`src/rtl/accel_pkg.sv`:
```
// accel_pkg: shared definitions for the accelerator sequencing master.
//   - Word offsets of the accelerator register window (write and read maps).
//   - Status register done-bit position.
//   - Sequencer state enum and write-data select enum.
// Optional feature macro: ACCEL_SEQ_READBACK_EN adds the ST_RB state.
package accel_pkg;

  // Write map
  localparam logic [4:0] OFF_GO     = 5'd0;
  localparam logic [4:0] OFF_KEY0   = 5'd2;
  localparam logic [4:0] OFF_PT0    = 5'd6;
  // Read map
  localparam logic [4:0] OFF_STATUS = 5'd8;
  localparam logic [4:0] OFF_RKEY0  = 5'd10;
  localparam logic [4:0] OFF_RPT0   = 5'd14;
  localparam logic [4:0] OFF_CT0    = 5'd18;

  localparam int STATUS_DONE_BIT = 31;

  typedef enum logic [2:0] {
    ST_IDLE,
    ST_WR_KEY,
    ST_WR_PT,
`ifdef ACCEL_SEQ_READBACK_EN
    ST_RB,
`endif
    ST_GO,
    ST_POLL,
    ST_RD_CT,
    ST_RESP
  } state_e;

  typedef enum logic [1:0] {
    WSEL_NONE,
    WSEL_KEY,
    WSEL_PT,
    WSEL_GO
  } wsel_e;

endpackage

```
`src/rtl/accel_seq_addrgen.sv`:
```
// accel_seq_addrgen: combinational bus-cycle decode for the sequencer.
//   state_i  - sequencer state the bus cycle belongs to
//   idx_i    - word index within the state (0..3, or 0..7 for readback)
//   addr_o   - byte address (0 when not selected)
//   wr_en_o  - write strobe
//   sel_o    - chip select
//   wsel_o   - which source drives write data
// Optional feature macro: ACCEL_SEQ_READBACK_EN (readback address decode).
module accel_seq_addrgen
  import accel_pkg::*;
#(
  parameter logic [31:0] BASE_ADDR = 32'h0000_0000
) (
  input  state_e      state_i,
  input  logic [2:0]  idx_i,
  output logic [31:0] addr_o,
  output logic        wr_en_o,
  output logic        sel_o,
  output wsel_e       wsel_o
);

  logic [4:0] off;

  always_comb begin
    off     = OFF_GO;
    wr_en_o = 1'b0;
    sel_o   = 1'b0;
    wsel_o  = WSEL_NONE;
    case (state_i)
      ST_WR_KEY: begin off = OFF_KEY0 + {2'b0, idx_i}; wr_en_o = 1'b1; sel_o = 1'b1; wsel_o = WSEL_KEY; end
      ST_WR_PT:  begin off = OFF_PT0  + {2'b0, idx_i}; wr_en_o = 1'b1; sel_o = 1'b1; wsel_o = WSEL_PT;  end
`ifdef ACCEL_SEQ_READBACK_EN
      // key and pt readback words are contiguous: idx 0..3 key, 4..7 pt
      ST_RB:     begin off = OFF_RKEY0 + {2'b0, idx_i}; sel_o = 1'b1; end
`endif
      ST_GO:     begin off = OFF_GO; wr_en_o = 1'b1; sel_o = 1'b1; wsel_o = WSEL_GO; end
      ST_POLL:   begin off = OFF_STATUS; sel_o = 1'b1; end
      ST_RD_CT:  begin off = OFF_CT0 + {2'b0, idx_i}; sel_o = 1'b1; end
      default:   ;
    endcase
    // BASE_ADDR[6:0] is zero, so OR-ing in the offset is an add
    addr_o = sel_o ? (BASE_ADDR | {25'b0, off, 2'b00}) : 32'h0;
  end

endmodule

```
`src/rtl/accel_seq_master.sv`:
```
// accel_seq_master: bus initiator that loads key/plaintext into the
// encryption co-processor, kicks it, polls done with a timeout and reads
// back the cyphertext.
//   clk, rst                 - clock, async active-high reset
//   req_valid/req_ready      - upstream request handshake (ready only in IDLE)
//   req_key, req_pt          - 128-bit key / plaintext, word0 = [31:0]
//   rsp_valid                - one-cycle response pulse
//   rsp_ct, rsp_err          - cyphertext and error, held until next accept
//   busy                     - state != IDLE
//   m_addr, m_wr_en,
//   m_accel_select, m_wdata  - registered accelerator bus outputs
//   m_rdata                  - accelerator read data (combinational in m_addr)
// Optional feature macro: ACCEL_SEQ_READBACK_EN reads key/pt back after
// loading them and aborts with rsp_err on any mismatch.
module accel_seq_master
  import accel_pkg::*;
#(
  parameter logic [31:0] BASE_ADDR      = 32'h0000_0000,
  parameter int          TIMEOUT_CYCLES = 64,
  parameter int          CW             = 8
) (
  input  logic         clk,
  input  logic         rst,
  input  logic         req_valid,
  output logic         req_ready,
  input  logic [127:0] req_key,
  input  logic [127:0] req_pt,
  output logic         rsp_valid,
  output logic [127:0] rsp_ct,
  output logic         rsp_err,
  output logic         busy,
  output logic [31:0]  m_addr,
  output logic         m_wr_en,
  output logic         m_accel_select,
  output logic [31:0]  m_wdata,
  input  logic [31:0]  m_rdata
);

  localparam logic [CW:0] TIMEOUT_W = (CW+1)'(TIMEOUT_CYCLES);

  state_e         state_q, state_d;
  logic [2:0]     idx_q, idx_d;
  logic [CW-1:0]  cnt_q, cnt_d;
  logic [CW:0]    cnt_inc;
  logic [127:0]   key_q, key_d, pt_q, pt_d, ct_q, ct_d, rsp_ct_q, rsp_ct_d;
  logic           err_q, err_d, rsp_vld_q, rsp_vld_d;
  logic [31:0]    m_addr_q, m_wdata_q, wdata_d;
  logic           m_wr_q, m_sel_q;

  logic [31:0]    ag_addr;
  logic           ag_wr, ag_sel;
  wsel_e          ag_wsel;

`ifdef ACCEL_SEQ_READBACK_EN
  logic [31:0] rb_exp;
  assign rb_exp = idx_q[2] ? pt_q[{idx_q[1:0], 5'b0} +: 32] : key_q[{idx_q[1:0], 5'b0} +: 32];
`endif

  assign cnt_inc = {1'b0, cnt_q} + {{CW{1'b0}}, 1'b1};

  always_comb begin
    state_d   = state_q;
    idx_d     = idx_q;
    cnt_d     = cnt_q;
    key_d     = key_q;
    pt_d      = pt_q;
    ct_d      = ct_q;
    err_d     = err_q;
    rsp_ct_d  = rsp_ct_q;
    rsp_vld_d = 1'b0;
    case (state_q)
      ST_IDLE: if (req_valid) begin
        state_d  = ST_WR_KEY;
        idx_d    = 3'd0;
        key_d    = req_key;
        pt_d     = req_pt;
        ct_d     = '0;
        err_d    = 1'b0;
        rsp_ct_d = '0;
      end
      ST_WR_KEY: begin
        idx_d = idx_q + 3'd1;
        if (idx_q == 3'd3) begin state_d = ST_WR_PT; idx_d = 3'd0; end
      end
      ST_WR_PT: begin
        idx_d = idx_q + 3'd1;
        if (idx_q == 3'd3) begin
`ifdef ACCEL_SEQ_READBACK_EN
          state_d = ST_RB;
`else
          state_d = ST_GO;
`endif
          idx_d = 3'd0;
        end
      end
`ifdef ACCEL_SEQ_READBACK_EN
      ST_RB: begin
        idx_d = idx_q + 3'd1;
        if (m_rdata != rb_exp) begin
          err_d   = 1'b1;
          state_d = ST_RESP;
        end else if (idx_q == 3'd7) begin
          state_d = ST_GO;
          idx_d   = 3'd0;
        end
      end
`endif
      ST_GO: begin
        state_d = ST_POLL;
        cnt_d   = '0;
      end
      ST_POLL: begin
        if (m_rdata[STATUS_DONE_BIT]) begin
          state_d = ST_RD_CT;
          idx_d   = 3'd0;
        end else begin
          if (cnt_q != {CW{1'b1}}) cnt_d = cnt_q + 1'b1;
          if (cnt_inc >= TIMEOUT_W) begin
            err_d   = 1'b1;
            state_d = ST_RESP;
          end
        end
      end
      ST_RD_CT: begin
        ct_d[{idx_q[1:0], 5'b0} +: 32] = m_rdata;
        idx_d = idx_q + 3'd1;
        if (idx_q == 3'd3) state_d = ST_RESP;
      end
      ST_RESP: state_d = ST_IDLE;
      default: state_d = ST_IDLE;
    endcase
    // Response fields are loaded on RESP entry so rsp_ct only changes there
    if (state_d == ST_RESP && state_q != ST_RESP) begin
      rsp_vld_d = 1'b1;
      rsp_ct_d  = ct_d;
    end
  end

  // Bus outputs are decoded from the next state so the registered bus
  // cycle lines up with state_q; m_rdata then answers the current state.
  accel_seq_addrgen #(.BASE_ADDR(BASE_ADDR)) u_addrgen (
    .state_i (state_d),
    .idx_i   (idx_d),
    .addr_o  (ag_addr),
    .wr_en_o (ag_wr),
    .sel_o   (ag_sel),
    .wsel_o  (ag_wsel)
  );

  always_comb begin
    wdata_d = 32'h0;
    case (ag_wsel)
      WSEL_KEY: wdata_d = key_d[{idx_d[1:0], 5'b0} +: 32];
      WSEL_PT:  wdata_d = pt_d[{idx_d[1:0], 5'b0} +: 32];
      WSEL_GO:  wdata_d = 32'h1;
      default:  wdata_d = 32'h0;
    endcase
  end

  always_ff @(posedge clk or posedge rst) begin
    if (rst) begin
      state_q   <= ST_IDLE;
      idx_q     <= '0;
      cnt_q     <= '0;
      key_q     <= '0;
      pt_q      <= '0;
      ct_q      <= '0;
      err_q     <= 1'b0;
      rsp_ct_q  <= '0;
      rsp_vld_q <= 1'b0;
      m_addr_q  <= '0;
      m_wdata_q <= '0;
      m_wr_q    <= 1'b0;
      m_sel_q   <= 1'b0;
    end else begin
      state_q   <= state_d;
      idx_q     <= idx_d;
      cnt_q     <= cnt_d;
      key_q     <= key_d;
      pt_q      <= pt_d;
      ct_q      <= ct_d;
      err_q     <= err_d;
      rsp_ct_q  <= rsp_ct_d;
      rsp_vld_q <= rsp_vld_d;
      m_addr_q  <= ag_addr;
      m_wdata_q <= wdata_d;
      m_wr_q    <= ag_wr;
      m_sel_q   <= ag_sel;
    end
  end

  assign req_ready      = (state_q == ST_IDLE);
  assign busy           = ~req_ready;
  assign rsp_valid      = rsp_vld_q;
  assign rsp_ct         = rsp_ct_q;
  assign rsp_err        = err_q;
  assign m_addr         = m_addr_q;
  assign m_wr_en        = m_wr_q;
  assign m_accel_select = m_sel_q;
  assign m_wdata        = m_wdata_q;

endmodule

```
`config.mk`:
```
export PLATFORM = sky130hd
export DESIGN_NAME = accel_seq_master
export DESIGN_NICKNAME = d
export VERILOG_FILES = /design/src/rtl/accel_pkg.sv /design/src/rtl/accel_seq_addrgen.sv /design/src/rtl/accel_seq_master.sv
export SDC_FILE = /design/constraint.sdc
export NUM_CORES = 1
export LEC_CHECK = 0
export ABC_AREA = 1
export BUFFER_PORTS_ARGS = -buffer_cell sky130_fd_sc_hd__buf_2
export CAP_MARGIN = 0
export CORE_ASPECT_RATIO = 1.4
export CORE_MARGIN = 2
export CORE_UTILIZATION = 40
export DETAILED_ROUTE_END_ITERATION = 6
export PLACE_DENSITY = 0.6
export SLEW_MARGIN = 20
export SYNTH_ARGS = -nofsm -noshare
export SYNTH_HDL_FRONTEND = slang
export SYNTH_SLANG_ARGS = --single-unit
```
`constraint.sdc`:
```
create_clock -name clk -period 38.1 [get_ports clk]
set_clock_uncertainty 0.2 [all_clocks]
set_input_delay 3.81 -clock clk [delete_from_list [all_inputs] [get_ports clk]]
set_output_delay 3.81 -clock clk [all_outputs]
set_load 0.03 [all_outputs]
```
After elaboration in Yosys (flattened, before gate mapping)
Index checks and enable logic that the tools add are counted.

Flip-flop bits (word level): 594. Logic and storage cells: 94.

Add/sub/neg operators: 7. Order comparisons: 1. Equality and inequality tests: 21. Shifts and indexed selects: 4. Mux-type cells: 35. Bitwise logic cells: 1. Reductions and logical operators: 12.

Operator list (count): $mux W128 (8); $pmux W128 S2 (1); $shiftx A128 B8 Y32 (2); $bwmux W128 (1); $shift A32 B9 Y128 const A (1); $shiftx A32 B9 Y128 (1); $pmux W32 S3 (1); $mux W3 (9); $pmux W5 S4 (1); $pmux W3 S6 (1); $mux W8 (2); $pmux W8 S2 (1); $eq A3 B2 Y1 const B (5); $eq A3 B3 Y1 const B (5); $pmux W3 S4 (1); $add A8 B1 Y9 const B (1); $ge A9 B7 Y1 const B (1); $neg A7 Y9 (1); $add A8 B1 Y8 const B (1); $ne A2 B2 Y1 const B (4); $ne A8 B8 Y1 const B (1); $reduce_bool A2 Y1 (4); $mux W7 (1); $eq A3 B1 Y1 const B (2); 19 further kinds (25).

Depth between registers and ports, before layout
Gate-level depths: netlist of run 1.

Word-level depth: 9. Mapped depth: 20.

By module
From an unflattened synthesis of run 1, not the netlist that was laid out.

Cells, all modules: 3332. Area total of the unflattened synthesis: 26725.6 µm².

By module, submodules not included: accel_seq_master (times used 1, cells an instance 3276, area each 26356.5 µm²); accel_seq_addrgen (times used 1, cells an instance 56, area each 369.1 µm²).

Worst setup path before layout of run 1
OpenSTA, ideal clock, no wires.

Path type: input to register. Start: input req_valid. End: register m_wdata_q[10], in the netlist m_wdata[10]. Setup time: 117 ps. Arrival time: 6031 ps. Required time: 37783 ps. Path slack: 31752 ps. Stages: 14. Buffers on the path: 5. Cell sequence: clkbuf_1 > nand3_4 > buf_2 > o21ai_0 > nor2_1 > ha_1 > clkbuf_1 > clkbuf_1 > buf_1 > nand2_1 > nand2_1 > nor2_1 > nor2_1 > nor2_1.

Word-level cells in the longest chain between the ends: 6.

Ends and longest elaborated chain: start: declaration (RTL line accel_seq_master.sv:24) `input logic req_valid,`; parallel branches: the longest is 5 deep, another holds $shiftx A128 B8 Y32; $pmux W32 S3 (*) (RTL line accel_seq_master.sv:152) `case (ag_wsel)`; net wdata_d[10] (RTL line accel_seq_master.sv:47) `logic [31:0] m_addr_q, m_wdata_q, wdata_d;`; end signal: assignment (RTL line accel_seq_master.sv:186) `m_wdata_q <= wdata_d;`; end: declaration (RTL line accel_seq_master.sv:47).

Mark *: on every way through the listed nets, which the timed path passes. A chain may end at the register's enable or synchronous reset.

Worst setup path in the final report of run 1
Start: input req_valid. End: register m_wdata_q[8], in the netlist m_wdata[8].

Same word-level chain as after synthesis.

==> metrics.csv, run 1 <==
metric,value,unit
top_reg_cell synth,dfrtp_1,
syn_area_per_cell,8.21,sq um
CP max FO,124,
failing checks,design-rule violations,
Rel. slew slack,29.5,%
final setup violation count,0,
Post-synth EDFFs,0,
Mapped Cells,3181,
WL/cell,19.7,um
Slew @ Worst Pin,1.06,ns
Hold Buf Count CTS,0,
total CTS buffers,59,
DR pass1 iterations,7,
RSZ-0062 raised after global routing,no,
post-CTS setup buffer count,0,
Worst Path Buf+Inv,4,
Synth Warn #,0,
Worst path top cell family by delay,buffers and inverters,
Overflow after GRT,0,
row count,110,
Area growth syn-to-layout,17.7,%
startpoint types,primary input,
synth unique cells,48,
Detail Placement HPWL,60400,um
critical-path cell list,"buf_2, nand3_4, inv_8, buf_4, buf_4, nand2_1, nand3_1, o21ai_0, o21ai_0, nor2_1, nor2_1",
Die Wd,220,um
f_max,135,MHz
die area,67400,sq um
slowest cell on the critical path,buf_4,
Starting Density,40.5,%
WP data required,38.44,ns
Worst VDD drop,0.0620,mV
Initial DRC Count,1635,
Leakage,16.1,nW
clock buffer depth,3,
Fin. Hold Viols,0,
proportion of layout cells with a drive suffix above 1,19.1,%
cts repair resizes,0,
final net count,3857,
register area share after synthesis,54.3,%
clk root buf,clkbuf_16,
status,finished with violations,
I/O Buffers,461,
minimum clock period,7.42,ns
Tcrit/Tclk final,19.5,%
Pwr Density,76.4,nW/um^2
maximum capacitance violations,0,
vias in the first global route,21728,
Worst-path clk slew,0.06,ns
first-pass GRT wire length,131000,um
clk_lat worst skew,0.61,ns
design area,30700,sq um
Detailed Route WL,87400,um
Setup TNS,0,ns
worst path arrival time,7.77,ns
CP Class,in -> reg,
Die H,306,um
asr flop ratio synth,100,%
crit path capture type,register,
Final ANT Viol Nets,0,
via count,22011,
worst hold path class,reg -> reg,
largest net degree at the start of global routing,141,
Core Box Area,64400,sq um
IO Pins,489,
antenna violations before repair,19,
max-slew violation count,0,
CP peak stage delay,0.80,ns
Total Routing Usage GR,25.8,%
DRC,2,
total clock sinks,567,
Synth Register Bits,567,
gpl congestion,0.925,
Post-Syn Area,26100,sq um
Via density,4.95,
H-tree depth,2,
CTS tree,built,
cell area after placement,28700,sq um
## synthesized netlist by cell type (all sizes together) (5+ instances only)
cell,number,area share [%]
nor2,114,1.7
inv,428,6.2
o21ai,474,9.5
or2,63,1.5
buf,123,3.1
clkbuf,82,1.2
a22oi,6,0.17
a21oi,18,0.36
nand3,188,3.7
nand4,5,0.12
o22ai,32,1.5
nor3,14,0.33
dfrtp,567,54
nand2,1032,15
ha,14,0.67
o21a,6,0.17
## layout make-up
type	instances	area (sq um)
Fill cell	6498	33700
Sequential cell	567	14200
Multi-Input combinational cell	2007	9320
Timing Repair Buffer	488	2550
Clock buffer	92	1790
Inverter	428	1630
Tap cell	840	1050
Clock inverter	16	170
Antenna cell	6	15.0
## metal layers
metal  up-vias  global-route usage (%)  share of wire [%]
li1      10590                       -                  -
met1     10510                    30.2                 38
met2       717                    44.7                 50
met3       168                    5.82                7.0
met4        26                    11.5                4.9
met5         -                       0               0.19
## cell usage in the layout, fill, tap and decap left out, drive strengths merged
master | synthesis | layout
clkinvlp | 0 | 3
nor3 | 14 | 14
o21bai | 2 | 2
nand3 | 188 | 188
clkbuf | 82 | 92
inv | 428 | 428
o311ai | 1 | 1
conb | 1 | 27
a2bb2oi | 1 | 1
diode | 0 | 6
o21ai | 474 | 474
a32o | 1 | 1
or2 | 63 | 63
and2 | 3 | 3
bufinv | 0 | 3
o211ai | 4 | 4
nand2 | 1032 | 1032
ha | 14 | 14
dfrtp | 567 | 567
o22ai | 32 | 32
clkinv | 0 | 10
buf | 123 | 488
nand4 | 5 | 5
o21a | 6 | 6
nor2 | 114 | 114
xor2 | 1 | 1
a22oi | 6 | 6
fa | 1 | 1
a21oi | 18 | 18
## report_power, final
group / internal (W) / switching, W
combinational: 0.000252 / 0.000693
clock: 0.000342 / 0.000247
sequential: 0.000764 / 0.0000492
## flip-flops by register name (all words and copies together) (netlist names), 3 cells and up
| name | cells |
|---|---|
| idx_q | 3 |
| pt_q | 128 |
| m_addr | 5 |
| rsp_ct | 128 |
| key_q | 128 |
| ct_q | 128 |
| cnt_q | 8 |
| m_wdata | 32 |
| state_q | 3 |
## through the flow
stage	setup WS [ns]	instances	total power, W	utilization [%]	hold slack (ns)
6_report	30.68	4444	0.00235	47.7	0.272
3_3_place_gp	29.89	4329	0.00176	44.6	0.255
4_1_cts	30.54	4437	0.00237	47.6	0.274
5_1_grt	30.11	4440	0.00252	47.7	0.284
3_5_place_dp	29.89	4329	0.00177	44.6	0.260
2_1_floorplan	18.23	3207	0.00150	-	0.240
## logic make-up (layout without fill, tap and decap cells)
kind of cell | count (synthesis) | after routing | share of synthesized area, %
other | 1 | 33 | 0.0144
xor gates and xnor gates | 1 | 1 | 0.0335
and+or+nand+nor | 1419 | 1419 | 22.3
DFF | 567 | 567 | 54.3
buffers and inverters | 633 | 1024 | 10.5
AOI/OAI and AO/OA | 545 | 545 | 12.0
adders and majority gates | 15 | 15 | 0.747
## worst min-delay path: cells and delay by family (launching register included)
kind	cells	cell delay, ns
flip-flops	1	0.32
AND/OR/NAND/NOR	2	0.12
## worst paths after layout
kind / from / to / slack, ns / cells past startpoint
max: req_valid / m_wdata[8] / 30.68 / 11
min: pt_q[3] / pt_q[3] / 0.27 / 2
max reg2reg: state_q[1] / m_wdata[8] / 33.36 / 11
min reg2reg: pt_q[3] / pt_q[3] / 0.27 / 2
max in group asynchronous: rst / key_q[104] / 31.60 / 5
min in group asynchronous: rst / pt_q[60] / 3.18 / 2
No activity file was read; power rests on OpenSTA's default activity.
==> run 2, diff against run 1 <==
--- a/config.mk
+++ b/config.mk
@@ -12,7 +12,7 @@
 export CORE_MARGIN = 2
 export CORE_UTILIZATION = 40
 export DETAILED_ROUTE_END_ITERATION = 6
-export PLACE_DENSITY = 0.6
+export PLACE_DENSITY = 0.62
 export SLEW_MARGIN = 20
 export SYNTH_ARGS = -nofsm -noshare
 export SYNTH_HDL_FRONTEND = slang
==> constraint.sdc (replaced) <==
create_clock -name clk -period 6.55 [get_ports clk]
set_clock_uncertainty 0.2 [all_clocks]
set_input_delay 0.655 -clock clk [delete_from_list [all_inputs] [get_ports clk]]
set_output_delay 0.655 -clock clk [all_outputs]
set_load 0.03 [all_outputs]
==> run 2 against run 1 <==
The flow now finishes without violations. Cell area hardly changed. Critical endpoint is now m_wdata[29]. Worst setup slack worse by 28 ns. Hold slack worse by 0.21 ns. Utilization hardly changed. First-iteration DRC count is 1.5% higher. Global-route usage hardly changed. Wire length is 0.39% higher. Clock power grew to 5.8 times the previous value. Non-clock buffer count is 5 higher. Sequential power grew to 5.8 times the previous value. Largest cell class unchanged. Power grew to 5.8 times the previous value.
==> metrics.csv, run 2 (synthesis results as in run 1) <==
metric,value,unit,change
largest net degree at the start of global routing,172,,+22%
Starting Density,40.5,%,unchanged
Slew @ Worst Pin,1.05,ns,-0.00846 ns
placed cells,4334,,+0.12%
CP max FO,58,,-53%
first-pass GRT wire length,131000,um,about the same
fillers,6378,,-1.8%
Rel. slew slack,30.1,%,+0.56 points
maximum capacitance violations,0,,unchanged
"commonest non-fill, non-tap cells in the layout","nand2_1 (1,026), dfrtp_1 (567), buf_2 (461)",,
vias in the first global route,21945,,+1.0%
DR pass1 iterations,7,,unchanged
Initial DRC Count,1659,,+1.5%
worst hold path class,in -> reg,,
CTS tree,built,,
max-slew violation count,0,,unchanged
WP data required,6.85,ns,-31.59 ns
Worst VDD drop,0.334,mV,+440%
row count,110,,unchanged
total clock sinks,567,,unchanged
Via density,4.96,,+0.19%
DRC,0,,-2
die area,67400,sq um,unchanged
WHS,0.0586,ns,-0.214 ns
Fin. Hold Viols,0,,unchanged
f_max,233,MHz,
final design utilization,47.7,%,about the same
final net count,3860,,+0.078%
clock share of power,25.1,%,about the same
"commonest non-fill, non-tap cell in the layout",nand2_1,,
WL/cell,19.8,um,+0.43%
Reg power frac,34.9,%,+0.2 points
Tcrit/Tclk final,65.6,%,
total CTS buffers,57,,-3.4%
IO Pins,489,,unchanged
Final ANT Viol Nets,0,,unchanged
Overflow after GRT,0,,unchanged
final setup violation count,0,,unchanged
Setup TNS,0,ns,unchanged
startpoint types,register,,
Detail Placement HPWL,62100,um,+2.9%
Core Box Area,64400,sq um,unchanged
clock buffer depth,3,,unchanged
clk root buf,clkbuf_16,,
I/O Buffers,461,,unchanged
crit path capture type,register,,
antenna violations before repair,16,,-3
NetSw,0.00570,W,+480%
Pwr Density,443,nW/um^2,+480%
proportion of layout cells with a drive suffix above 1,19.2,%,+0.033 points
Sw Share,41.9,%,-0.25 points
Detailed Route WL,87700,um,+0.39%
Gate power share,39.9,%,-0.3 points
via count,22042,,+0.14%
gpl congestion,0.881,,-4.7%
Leakage,16.1,nW,about the same
status,"complete, no violations",,
Die H,306,um,unchanged
worst path arrival time,4.60,ns,-3.17 ns
Total Routing Usage GR,25.8,%,+0.041 points
RSZ-0062 raised after global routing,no,,
P_int,0.00790,W,+480%
final cell count without fillers,4442,,-0.045%
clk_lat worst skew,0.61,ns,about the same
minimum clock period,4.30,ns,
CP Class,reg -> reg,,
Die Wd,220,um,unchanged
Area growth syn-to-layout,17.6,%,about the same
Worst-path clk slew,0.07,ns,about the same
H-tree depth,2,,unchanged
-- run 2: through the flow --
stage          instance area (sq um)  setup WS, ns  power, W
5_1_grt                        30700          1.85    0.0145
3_5_place_dp                   28800          2.10    0.0103
3_3_place_gp                   28800          2.13    0.0102
6_report                       30700          2.25    0.0136
2_1_floorplan                  26200         -2.03   0.00871
4_1_cts                        30700          2.23    0.0137
-- run 2: path summary, 6_finish.rpt --
path / startpoint / to / slack, ns / depth (start not counted)
worst max-delay path: state_q[1] / m_wdata[29] / 2.25 / 14
worst min-delay path: req_key[19] / key_q[19] / 0.06 / 3
worst max register to register: state_q[1] / m_wdata[29] / 2.25 / 14
worst min register to register: key_q[79] / key_q[79] / 0.27 / 2
max in group asynchronous: rst / key_q[103] / 3.98 / 5
min in group asynchronous: rst / rsp_ct[17] / 0.49 / 3
-- run 2: final cells by class --
class                   count  area [sq um]  area share, %
multi-input cells        2007          9320           30.3
well taps                 840          1050           3.42
diodes                      5          12.5         0.0407
inverters                 428          1630           5.30
flip-flops and latches    567         14200           46.2
clock buffers              82          1660           5.41
clock inverters            20           268          0.872
repair buffers            493          2590           8.42
-- run 2: critical path: stages, from the launching register on --
cell and delay, ns:
dfrtp_1 0.50, nor2_4 0.29, nand3_4 0.55, o21ai_0 0.42, nor2_1 0.17, ha_4 0.24
clkinv_2 0.47, buf_4 0.68, nand3_1 0.15, nand2_1 0.09, nand3_1 0.06, nand2_1 0.10
nand2_1 0.05, nand2_1 0.16, nor2_1 0.05
-- run 2: power groups by stage --
| stage | logic [W] | clock network [W] | registers [W] |
|---|---|---|---|
| 6_report | 0.00543 | 0.00342 | 0.00475 |
| 2_1_floorplan | 0.00383 | 0 | 0.00488 |
| 4_1_cts | 0.00549 | 0.00349 | 0.00475 |
| 5_1_grt | 0.00608 | 0.00362 | 0.00484 |
| 3_5_place_dp | 0.00547 | 0 | 0.00479 |
| 3_3_place_gp | 0.00542 | 0 | 0.00478 |
-- run 2: what timing repair did --
action / in CTS / in global routing
resized for setup: 0 / 0
buffers inserted: 0 / 0
hold buffers: 1 / 0
setup endpoints to repair: 0 / 0
endpoints found under the hold margin: 18 / 0
-- run 2: layer usage --
| layer | track usage, % | vias to the layer above | wire (um) |
|---|---|---|---|
| met5 | 0 | - | 163 |
| met4 | 12.3 | 28 | 4610 |
| met3 | 5.63 | 185 | 6160 |
| met2 | 45.6 | 831 | 44600 |
| met1 | 29.4 | 10410 | 32200 |
| li1 | - | 10588 | - |
==> run 3, diff against run 2 <==
--- a/config.mk
+++ b/config.mk
@@ -12,7 +12,7 @@
 export CORE_MARGIN = 2
 export CORE_UTILIZATION = 40
 export DETAILED_ROUTE_END_ITERATION = 6
-export PLACE_DENSITY = 0.62
+export PLACE_DENSITY = 0.6
 export SLEW_MARGIN = 20
 export SYNTH_ARGS = -nofsm -noshare
 export SYNTH_HDL_FRONTEND = slang
==> constraint.sdc (replaced) <==
create_clock -name clk -period 4.23 [get_ports clk]
set_clock_uncertainty 0.2 [all_clocks]
set_input_delay 0.423 -clock clk [delete_from_list [all_inputs] [get_ports clk]]
set_output_delay 0.423 -clock clk [all_outputs]
set_load 0.03 [all_outputs]
==> run 3 against run 2 <==
Count of clock-buffer cells in the layout rose by 6. Die area did not move. Cell area rose by 9.2%. Sequential share of layout area fell by 3.9 points. Final cell count rose by 6.2%. Highest routed layer unchanged.
==> metrics.csv, run 3 (synthesis results as in run 1) <==
metric,value,unit,change
Overflow after GRT,0,,unchanged
design area,33500,sq um,+9.2%
Worst VDD drop,0.432,mV,+30%
CP Class,reg -> reg,,
Final Power,0.0216,W,+59%
Final ANT Viol Nets,0,,unchanged
CP peak stage delay,0.50,ns,-0.18 ns
Reg-to-Reg Start,state_q[1],,
Via density,4.91,,-1.0%
clock buffer depth,3,,unchanged
CP Depth,14,,unchanged
total clock sinks,567,,unchanged
R2R Setup Slk,0.65,ns,-1.60 ns
WP data required,4.50,ns,-2.35 ns
Total Routing Usage GR,26.9,%,+1.1 points
final setup violation count,0,,unchanged
worst path arrival time,3.85,ns,-0.75 ns
cell area after placement,29000,sq um,+0.97%
I/O Buffers,461,,unchanged
antenna violations before repair,5,,-11
NetSw,0.00903,W,+59%
H-tree depth,2,,unchanged
CTS tree,built,,
DR pass1 iterations,5,,-2
Initial DRC Count,1626,,-2.0%
WHS,0.0264,ns,-0.0321 ns
Sw Share,41.8,%,-0.063 points
Area growth syn-to-layout,28.4,%,
minimum clock period,3.58,ns,-0.720 ns
Gate power share,41.2,%,+1.3 points
status,"complete, no violations",,
first-pass GRT wire length,138000,um,+5.3%
total CTS buffers,58,,+1.8%
Tcrit/Tclk final,84.6,%,+19 points
Die Wd,220,um,unchanged
Fin. Hold Viols,0,,unchanged
Worst setup endpoint,m_wdata[12],,
clk root buf,clkbuf_16,,
IO Pins,489,,unchanged
worst hold path class,in -> reg,,
crit path capture type,register,,
proportion of layout cells with a drive suffix above 1,18.3,%,-0.84 points
WL/cell,19.2,um,-2.8%
Slew @ Worst Pin,1.03,ns,-0.0206 ns
row count,110,,unchanged
CP max FO,90,,+55%
DRC,0,,unchanged
worst setup margin,0.650,ns,-1.60 ns
critical-path cell list,"nor3_4, nand2_1, inv_1, nand2_1, nand2_1, nand2_1, inv_1, ha_4, buf_12, nand3_1, o21ai_0, o21ai_0, nor2_1, nor2_1",,
maximum capacitance violations,0,,unchanged
vias in the first global route,23715,,+8.1%
Reg power frac,34.0,%,-0.9 points
placed cells,4353,,+0.44%
"commonest non-fill, non-tap cells in the layout","nand2_1 (1,026), dfrtp_1 (567), buf_2 (461)",,
Die H,306,um,unchanged
Reg2Reg Depth,14,,unchanged
Pwr Density,644,nW/um^2,+45%
clock share of power,24.8,%,-0.3 points
gpl congestion,0.897,,+1.8%
slowest cell on the critical path,nor2_1,,
Core Box Area,64400,sq um,unchanged
f_max,279,MHz,+20%
P_int,0.0126,W,+59%
Starting Density,40.5,%,unchanged
Detailed Route WL,90500,um,+3.2%
Detail Placement HPWL,62500,um,+0.71%
Rel. slew slack,31.4,%,+1.4 points
final cell count without fillers,4717,,+6.2%
"commonest non-fill, non-tap cell in the layout",nand2_1,,
via count,23164,,+5.1%
crit path from,state_q[1],,
max-slew violation count,0,,unchanged
die area,67400,sq um,unchanged
fillers,6123,,-4.0%
Worst-path clk slew,0.06,ns,about the same
clk_lat worst skew,0.61,ns,about the same
Worst path top cell family by delay,simple AND/OR/NAND/NOR gates,,
RSZ-0062 raised after global routing,no,,
Leakage,17.3,nW,+7.5%
largest net degree at the start of global routing,203,,+18%
r2r endpoint,m_wdata[12],,
final net count,4129,,+7.0%
startpoint types,register,,
Hold Path Origin,req_pt[116],,
crit-path most repeated cell,nand2_1,,
Place WS,0.674,ns,-1.43 ns
Worst Path Buf+Inv,3,,+1
-- run 3: worst min-delay path: cells and delay by family --
family          cells  cell delay, ns
simple gates        1            0.11
compound gates      1            0.09
buf+inv             2            0.18
-- run 3: how the worst min path moves through the flow --
stage           endpoint  depth (start not counted)
3_5_place_dp   key_q[69]                          2
5_1_grt         ct_q[75]                          3
6_report       pt_q[116]                          4
4_1_cts         ct_q[75]                          3
3_3_place_gp   key_q[93]                          2
2_1_floorplan  key_q[65]                          2
-- run 3: power by group through the flow --
stage	Combinational [W]	Clock [W]	Sequential [W]
6_report	0.00889	0.00536	0.00734
5_1_grt	0.00989	0.00569	0.00747
4_1_cts	0.00898	0.00547	0.00733
3_5_place_dp	0.00877	0	0.00740
3_3_place_gp	0.00869	0	0.00738
2_1_floorplan	0.00593	0	0.00756
-- run 3: what timing repair did --
item	4_1_cts	5_1_grt
endpoints found under the setup margin	0	0
hold buffers	250	0
hold endpoints to repair	280	0
setup buffers	0	0
gates resized for setup	0	0
-- run 3: layout make-up --
type	count	area, sq um	area share [%]
Multi-Input combinational cell	2007	9310	27.8
Clock inverter	19	259	0.772
Inverter	428	1630	4.85
Tap cell	840	1050	3.13
Antenna cell	7	17.5	0.0522
Clock buffer	88	1720	5.12
Timing Repair Buffer	761	5360	16.0
Sequential cell	567	14200	42.3
-- run 3: per-stage QoR --
step / util (%) / setup TNS, ns
6_report: 52.1 / 0
4_1_cts: 52.0 / 0
3_5_place_dp: 45.1 / 0
5_1_grt: 52.0 / 0
2_1_floorplan: - / -2333.00
3_3_place_gp: 45.1 / 0
-- run 3: per-layer routing --
metal	track usage, %	vias up	part of all wire [%]	routed length (um)
met2	47.5	784	51	45800
met3	5.09	219	6.2	5590
met5	0	-	0.035	32
li1	-	11142	-	-
met4	15.0	4	6.4	5760
met1	30.2	11015	37	33300
